## config.mk

```make
export PLATFORM = sky130hd
export DESIGN_NAME = s2p_deserializer
export DESIGN_NICKNAME = d
export VERILOG_FILES = /design/src/rtl/s2p_deserializer.sv
export SDC_FILE = /design/constraint.sdc
export NUM_CORES = 1
export LEC_CHECK = 0
export BUFFER_PORTS_ARGS = -buffer_cell sky130_fd_sc_hd__buf_2
export CORE_ASPECT_RATIO = 0.9
export CORE_UTILIZATION = 55
export DETAILED_ROUTE_END_ITERATION = 16
export PLACE_DENSITY = 0.81
export SLEW_MARGIN = 20
export SYNTH_ARGS = -nofsm -noshare
export SYNTH_HDL_FRONTEND = slang
export SYNTH_SLANG_ARGS = --single-unit
```

## constraint.sdc

```tcl
create_clock -name clk -period 4.15 [get_ports clk]
set_input_delay 0.415 -clock clk [delete_from_list [all_inputs] [get_ports clk]]
set_output_delay 0.415 -clock clk [all_outputs]
set_load 0.01 [all_outputs]
```

## src/rtl/s2p_deserializer.sv

```systemverilog
// ---------------------------------------------------------------------------
// s2p_deserializer
//
// Serial-to-parallel converter. A qualified serial bit stream is shifted into
// WIDTH-bit words, in MSB-first or LSB-first order. An optional even-parity
// bit can follow each word. Completed words are offered on a valid/ready port
// backed by a single holding register. A word that completes while that
// register is still occupied is dropped and flagged with a sticky overrun bit.
//
// Parameters
//   WIDTH      data bits per word (2..32)
//   MSB_FIRST  1: first received bit lands in bit WIDTH-1, 0: in bit 0
//   PARITY_EN  1: an even-parity bit follows the WIDTH data bits
//
// Ports
//   clk          rising-edge clock
//   rst          synchronous, active-high reset
//   ser_valid    qualifies ser_data / frame_start
//   ser_data     serial data bit
//   frame_start  marks the accepted bit as the first data bit of a word
//                (also resynchronises a word in progress)
//   par_ready    downstream accepts par_data
//   clr_overrun  clears the sticky overrun flag (a new overrun wins)
//   par_data     assembled word, stable while par_valid=1
//   par_valid    holding register contains an unconsumed word
//   parity_err   parity result for par_data (always 0 when PARITY_EN=0)
//   overrun      sticky: a completed word was dropped
//   bit_cnt      data bits accumulated in the current word
// ---------------------------------------------------------------------------
module s2p_deserializer #(
    parameter int WIDTH     = 8,
    parameter bit MSB_FIRST = 1'b1,
    parameter bit PARITY_EN = 1'b0
) (
    input  logic                         clk,
    input  logic                         rst,
    input  logic                         ser_valid,
    input  logic                         ser_data,
    input  logic                         frame_start,
    input  logic                         par_ready,
    input  logic                         clr_overrun,
    output logic [WIDTH-1:0]             par_data,
    output logic                         par_valid,
    output logic                         parity_err,
    output logic                         overrun,
    output logic [$clog2(WIDTH+1)-1:0]   bit_cnt
);

    localparam int CNT_W = $clog2(WIDTH + 1);
    localparam logic [CNT_W-1:0] CNT_LAST = CNT_W'(WIDTH - 1);
    localparam logic [CNT_W-1:0] CNT_FULL = CNT_W'(WIDTH);
    localparam logic [CNT_W-1:0] CNT_ONE  = CNT_W'(1);

    typedef enum logic [1:0] {
        IDLE = 2'd0,
        DATA = 2'd1,
        PAR  = 2'd2
    } state_t;

    // Place one new bit into the word. After WIDTH calls the first bit sits
    // in bit WIDTH-1 (MSB_FIRST) or bit 0 (LSB first); older content is
    // shifted out entirely, so the register never needs clearing between
    // words.
    function automatic logic [WIDTH-1:0] shift_in(input logic [WIDTH-1:0] word,
                                                   input logic             b);
        logic [WIDTH-1:0] res;
        if (MSB_FIRST) begin
            res = {word[WIDTH-2:0], b};
        end else begin
            res = {b, word[WIDTH-1:1]};
        end
        return res;
    endfunction

    // Even parity: the XOR of all data bits and the parity bit must be 0.
    // A result of 1 therefore flags an error.
    function automatic logic even_parity_err(input logic [WIDTH-1:0] word,
                                             input logic             pbit);
        return (^word) ^ pbit;
    endfunction

    state_t           state, state_nxt;
    logic [WIDTH-1:0] shreg, shreg_nxt;
    logic [CNT_W-1:0] cnt_nxt;

    logic [WIDTH-1:0] word_p0;
    logic             perr_p0;
    logic             vld_p0;
    logic             load_p0;
    logic             drop_p0;

    // ---- stage 0: bit acceptance, framing and word assembly ----
    always_ff @(posedge clk) begin
        if (rst) begin
            state   <= IDLE;
            shreg   <= '0;
            bit_cnt <= '0;
        end else begin
            state   <= state_nxt;
            shreg   <= shreg_nxt;
            bit_cnt <= cnt_nxt;
        end
    end

    always_comb begin
        state_nxt = state;
        shreg_nxt = shreg;
        cnt_nxt   = bit_cnt;
        word_p0   = shreg;
        perr_p0   = 1'b0;
        vld_p0    = 1'b0;

        if (ser_valid) begin
            if (frame_start) begin
                // A framed bit always starts a fresh word. In DATA or PAR
                // this silently abandons the partial word (resync).
                state_nxt = DATA;
                shreg_nxt = shift_in('0, ser_data);
                cnt_nxt   = CNT_ONE;
            end else begin
                unique case (state)
                    IDLE: begin
                        // Unframed bits before the first frame_start are noise.
                    end
                    DATA: begin
                        shreg_nxt = shift_in(shreg, ser_data);
                        if (bit_cnt == CNT_LAST) begin
                            if (PARITY_EN) begin
                                // Hold the full count while the parity bit
                                // is outstanding.
                                state_nxt = PAR;
                                cnt_nxt   = CNT_FULL;
                            end else begin
                                cnt_nxt = '0;
                                word_p0 = shreg_nxt;
                                vld_p0  = 1'b1;
                            end
                        end else begin
                            cnt_nxt = bit_cnt + CNT_ONE;
                        end
                    end
                    PAR: begin
                        // The parity bit is not shifted in; the word is
                        // already complete in the shift register.
                        state_nxt = DATA;
                        cnt_nxt   = '0;
                        word_p0   = shreg;
                        perr_p0   = even_parity_err(shreg, ser_data);
                        vld_p0    = 1'b1;
                    end
                    default: begin
                        state_nxt = IDLE;
                        cnt_nxt   = '0;
                    end
                endcase
            end
        end
    end

    // A completed word is loaded when the holding register is free or is
    // being emptied in this same cycle; otherwise the new word is lost.
    assign load_p0 = vld_p0 && (!par_valid || par_ready);
    assign drop_p0 = vld_p0 && par_valid && !par_ready;

    // ---- stage 1: output holding register and overrun flag ----
    always_ff @(posedge clk) begin
        if (rst) begin
            par_data   <= '0;
            parity_err <= 1'b0;
            par_valid  <= 1'b0;
            overrun    <= 1'b0;
        end else begin
            if (load_p0) begin
                par_data   <= word_p0;
                parity_err <= perr_p0;
                par_valid  <= 1'b1;
            end else if (par_valid && par_ready) begin
                // Transfer only; par_data/parity_err keep their value.
                par_valid <= 1'b0;
            end

            // A fresh drop takes priority over a simultaneous clear.
            if (drop_p0) begin
                overrun <= 1'b1;
            end else if (clr_overrun) begin
                overrun <= 1'b0;
            end
        end
    end

endmodule

```

# == After elaboration in Yosys (flattened, before gate mapping) ==
# Index checks and enable logic that the tools add are counted.
# word_totals
mem_count,0
mem_bits_ro,0
out_inout_bits,15
ff_bits,25
latch_bits,0
mem_bits_rw,0
# classes
n_mul,0
magnitude_cmp,0
n_eq_ne,5
mux,22
add_sub_neg,1
div,0
n_bitwise,1
n_reduce_logical,16
shift,0
# ops
operator,n
two-way mux 8 bit,6
two-way mux 1 bit,10
two-way mux 4 bit,2
case mux 4 bit (2 select lines),1
parity 8 bit,1
AND reduction 2 bit,3
nonzero test 2 bit,3
adder 4 x 1 -> 4 bit (second input constant),1
equality test 4 x 3 -> 1 bit (second input constant),1
logical AND 1 bit,4
case mux 2 bit (2 select lines),1
equality test 2 x 1 -> 1 bit (second input constant),1
equality test 2 bit (second input constant),1
logical NOT 1 bit,2
logical NOT 2 bit,1
two-way mux 2 bit,1
inequality test 2 x 1 -> 1 bit (second input constant),1
inequality test 2 bit (second input constant),1
case mux 1 bit (2 select lines),1
OR reduction 2 bit,1
logical OR 1 bit,1
XOR 1 bit,1

# == Longest topological paths before layout ==
# depth
ltp_word,8
depth_mapped,5
ltp_nobuf,4

# == Worst setup path before layout ==
# No wires, ideal clock.
# synth_timing
path_kind,register -> register
startpoint,register bit_cnt[0]
endpoint,register par_data[0]
path_stages_with_launch,5
synth_period_minus_slack_ns,1.438
t_required_ns,4.078
setup_slack_ns,2.712
arrival_ns,1.366
path_cell_list,dfxtp_1 > ha_1 > nand3b_1 > nor3_4 > mux2i_1
# synth_via
elab_chain_len,6
word_cells_on_any_way,10
classes_between,1 x eq/ne; 8 x mux; 1 x reduce/logical
# synth_lines
item,line,source
"start, declared",46,output logic [$clog2(WIDTH+1)-1:0] bit_cnt
"start signal, assigned",101,bit_cnt <= cnt_nxt;
equality test 4 x 3 -> 1 bit *,127,if (bit_cnt == CNT_LAST) begin
two-way mux 1 bit,127,
case mux 1 bit (2 select lines),121,unique case (state)
two-way mux 1 bit,114,if (frame_start) begin
two-way mux 1 bit,113,if (ser_valid) begin
logical AND 1 bit,162,assign load_p0 = vld_p0 && (!par_valid || par_ready);
"end signal, assigned",174,par_data <= word_p0;
"end, declared",42,"output logic [WIDTH-1:0] par_data,"
# Mark *: on every way between the ends. The rest lies on a longest branch, timed or not.
# A chain may end at the register's enable or synchronous reset.

# == Worst setup path in the final report ==
# Same ends and word-level chain as after synthesis.

==> out/qor_table.md <==
| Metric | Reported |
|:---|:---|
| Outcome | complete, no violations |
| Clock latency reported for the late side of the worst-skew pair | 300 ps |
| Number of buffers between clock root and the deepest sink | 2 |
| DRC viols | 0 |
| Part of the total power dissipated in sequential elements | 0.655 |
| Peak per-stage delay on the critical path | 510 ps |
| Vias per cell | 5.35 |
| Synthesized-area fraction occupied by ao, oa, aoi and oai cells | 0.127 |
| Clock transition at the registers of the reported paths | 110 ps |
| Largest cells by area after synthesis | sky130_fd_sc_hd__dfxtp_1 (45%), sky130_fd_sc_hd__nand2b_1 (11%), sky130_fd_sc_hd__mux2i_1 (9.1%) |
| Detailed Route WL | 1720 microns |
| Detailed-routing iteration count for the pre-antenna-repair pass | 4 |
| Cell Rows | 14 |
| Largest family of logic cells by synthesized area | simple AND/OR/NAND/NOR gates |
| Number of setup buffers added after CTS | 0 |
| Worst clock skew | 2.69 ps |
| Endpoint kind of the worst setup timing path | flip-flop |
| Register bit count reported by yosys | 22 |
| Largest area contributor in the netlist | sky130_fd_sc_hd__dfxtp_1 |
| Core area | 0.00168 sq mm |
| Number of gates resized after CTS | 0 |
| Number of global-route vias before repair | 691 |
| Share of the clock period used by the worst path | 0.391 |
| Switching power of the nets | 0.0747 mW |
| Worst-case vdd ir drop | 0.228 mV |
| I/O pin count | 22 |
| Distinct cell type count of the synthesized netlist | 29 |
| Max-cap violations | 0 |
| Port Buf Inserts | 20 |
| Core utilization of the finished layout | 0.649 |
| Die extent in x | 46.6 microns |
| Critical Path Start Type | flip-flop |
| Async SR Flop Fraction | 0 |
| Number of filler cells placed in the layout | 137 |
| Final hold vios | 0 |
| Synthesized-area fraction occupied by and/or/nand/nor cells | 0.267 |
| Leakage dissipation | 0.451 nW |
| Post-Synthesis Cell Area | 985 sq um |
| Number of synthesized flops with an enable pin | 0 |
| Instance area at placement | 0.00107 sq mm |
| Most common cell after layout, fill and taps aside | sky130_fd_sc_hd__dfxtp_1 |
| Warnings from Yosys | 0 |
| Tightest Hold Check Type | primary input to flip-flop |
| Worst path cell trace | ha_1 -> nand3b_1 -> nor3_4 -> mux2i_1 |
| CTS tree | done |
| Post-layout nets | 125 |
| Largest fanout on the critical path | 8 |
| Worst-case headroom to the max-slew limit | 0.641 |
| Total of hold buffers inserted after clock tree synthesis | 0 |
| Setup repair after global routing missed its margin | false |
| Root buffer cell | sky130_fd_sc_hd__clkbuf_4 |
| Hpwl dp | 1190 microns |
| Final count of negative-setup-slack endpoints | 0 |
| Post-route antenna net violation count | 0 |
| Detail-routed net length per standard cell | 12.3 microns |
| Vertical die dimension | 42.1 microns |
| Net Sw Frac | 0.225 |
| Post-synthesis share of cell area spent on xor and xnor gates | 0 |
| Most frequently used flop master after synthesis | sky130_fd_sc_hd__dfxtp_1 |
| Share of power burned in the clock network | 0.278 |
| Multiplexer share of the synthesized area | 0.0915 |
| Pwr dens | 304 mW/mm^2 |
| Highest-count cells in the layout ignoring fill and taps | sky130_fd_sc_hd__dfxtp_1 (22), sky130_fd_sc_hd__buf_2 (20), sky130_fd_sc_hd__nand2b_1 (17) |
| CP Data Arrival Time | 1850 ps |
| Fraction of layout cells with a size suffix above 1 | 0.243 |
| Fin Setup TNS | 0 ps |
| Number of buffers created by CTS | 3 |
| Maximum clock frequency | 617 MHz |
| Clock Sink Count | 22 |
| Cell count after synthesis | 99 |
| Top-area cell type share of the netlist area | 0.447 |
| Clock period minus worst slack | 1620 ps |
| First-pass GRT wire length | 2920 microns |
| Area Overhead vs Synth | 10.8% |
| Max Slew Vio Count | 0 |
| Internal power summed over all cells | 0.257 mW |
| Number of antenna violations at the first check in global routing | 0 |
| Mean post-synth cell area | 9.95 sq um |
| Remaining global-route overflow | 0 |
| Post-synthesis share of cell area spent on full adders, half adders and majority gates | 0.0127 |
| Number of DRC violations after detailed-routing iteration 0 | 20 |
| Number of levels in the clock H-tree | 1 |
| Net Count, Synth | 107 |
| Final estimated routing congestion in global placement | 0.798 |
| Pin count of the biggest net entering global routing | 31 |
| Worst Path Required | 4380 ps |
| Non-Filler Cell Area, Final | 0.00109 sq mm |
| # diodes | 0 |
| Initial core utilization | 0.586 |
| Combinational Power Share | 0.067 |
| Critical path class | flip-flop to flip-flop |
| Total via count in the routed design | 743 |
| Die area | 0.00196 sq mm |
| Sequential-to-total area share from yosys stat | 0.447 |
| Transition time at the pin with the least slew margin | 537 ps |
| Critical-path cell with the highest stage delay | sky130_fd_sc_hd__nor3_4 |
| GRT Total Usage | 0.210 |
cells in the mapped netlist (2+ instances only):
master                     number
sky130_fd_sc_hd__dfxtp_1       22
sky130_fd_sc_hd__nand2b_1      17
sky130_fd_sc_hd__nor2_1        11
sky130_fd_sc_hd__a22oi_1        9
sky130_fd_sc_hd__mux2i_1        9
sky130_fd_sc_hd__a21oi_1        5
sky130_fd_sc_hd__clkbuf_1       3
sky130_fd_sc_hd__buf_6          2
through the flow:
step	cells	setup slack (ps)	hold slack (ps)	total power, mW
3_3_place_gp	136	2630	456	0.243
3_5_place_dp	136	2600	460	0.244
6_report	139	2530	382	0.331
2_1_floorplan	99	2710	451	0.239
4_1_cts	139	2520	373	0.334
5_1_grt	139	2370	368	0.347
power groups by stage:
stage,logic [mW],registers [mW],clock network (mW)
after floorplan,0.0192,0.220,0
after global routing,0.0244,0.218,0.105
after detailed placement,0.0220,0.222,0
after CTS,0.0221,0.217,0.0945
after global placement,0.0215,0.221,0
final,0.0222,0.217,0.0923
flip-flops by register name, summed over array words and instances (netlist names):
register / flops
bit_cnt: 4
overrun: 1
par_data: 8
par_valid: 1
shreg: 7
state: 1
metal layers:
layer / part of all wire / vias up / track usage / wire (microns)
met3: 0.030 / 2 / 0.0517 / 52
met1: 0.50 / 352 / 0.283 / 864
met4: 0.012 / 0 / 0.0882 / 21
met2: 0.45 / 12 / 0.314 / 777
met5: 0 / - / 0 / 0
li1: - / 377 / - / -
cell families (layout without fill, tap and decap cells):
| family | after synthesis | in the layout |
|---|---|---|
| other | 1 | 1 |
| AOI/OAI and AO/OA | 18 | 18 |
| buffers and inverters | 8 | 24 |
| and+or+nand+nor | 40 | 40 |
| adders and majority gates | 1 | 1 |
| muxes | 9 | 9 |
| DFF | 22 | 22 |
path summary, 6_finish.rpt:
| path | from | to | slack, ps | cells past startpoint |
|---|---|---|---|---|
| min reg2reg | par_data[1] | par_data[1] | 480 | 2 |
| max | bit_cnt[0] | par_data[0] | 2530 | 4 |
| min | ser_data | shreg[0] | 380 | 3 |
| max reg2reg | bit_cnt[0] | par_data[0] | 2530 | 4 |
critical path, delay by kind of cell (launching register included):
| family | cells | cell delay (ps) |
|---|---|---|
| simple gates | 2 | 680 |
| flops | 1 | 410 |
| mux | 1 | 250 |
| fa+ha+maj | 1 | 220 |
layout make-up:
| cell class | count | area [sq um] | share of cell area |
|---|---|---|---|
| sequential | 22 | 440 | 0.404 |
| clock buffer | 3 | 22.5 | 0.0206 |
| multi-input combinational | 69 | 494 | 0.453 |
| tap | 24 | 30.0 | 0.0275 |
| inverter | 1 | 3.75 | 0.00344 |
| timing repair buffer | 20 | 100 | 0.0917 |
Power figures use the tool's default switching activity.
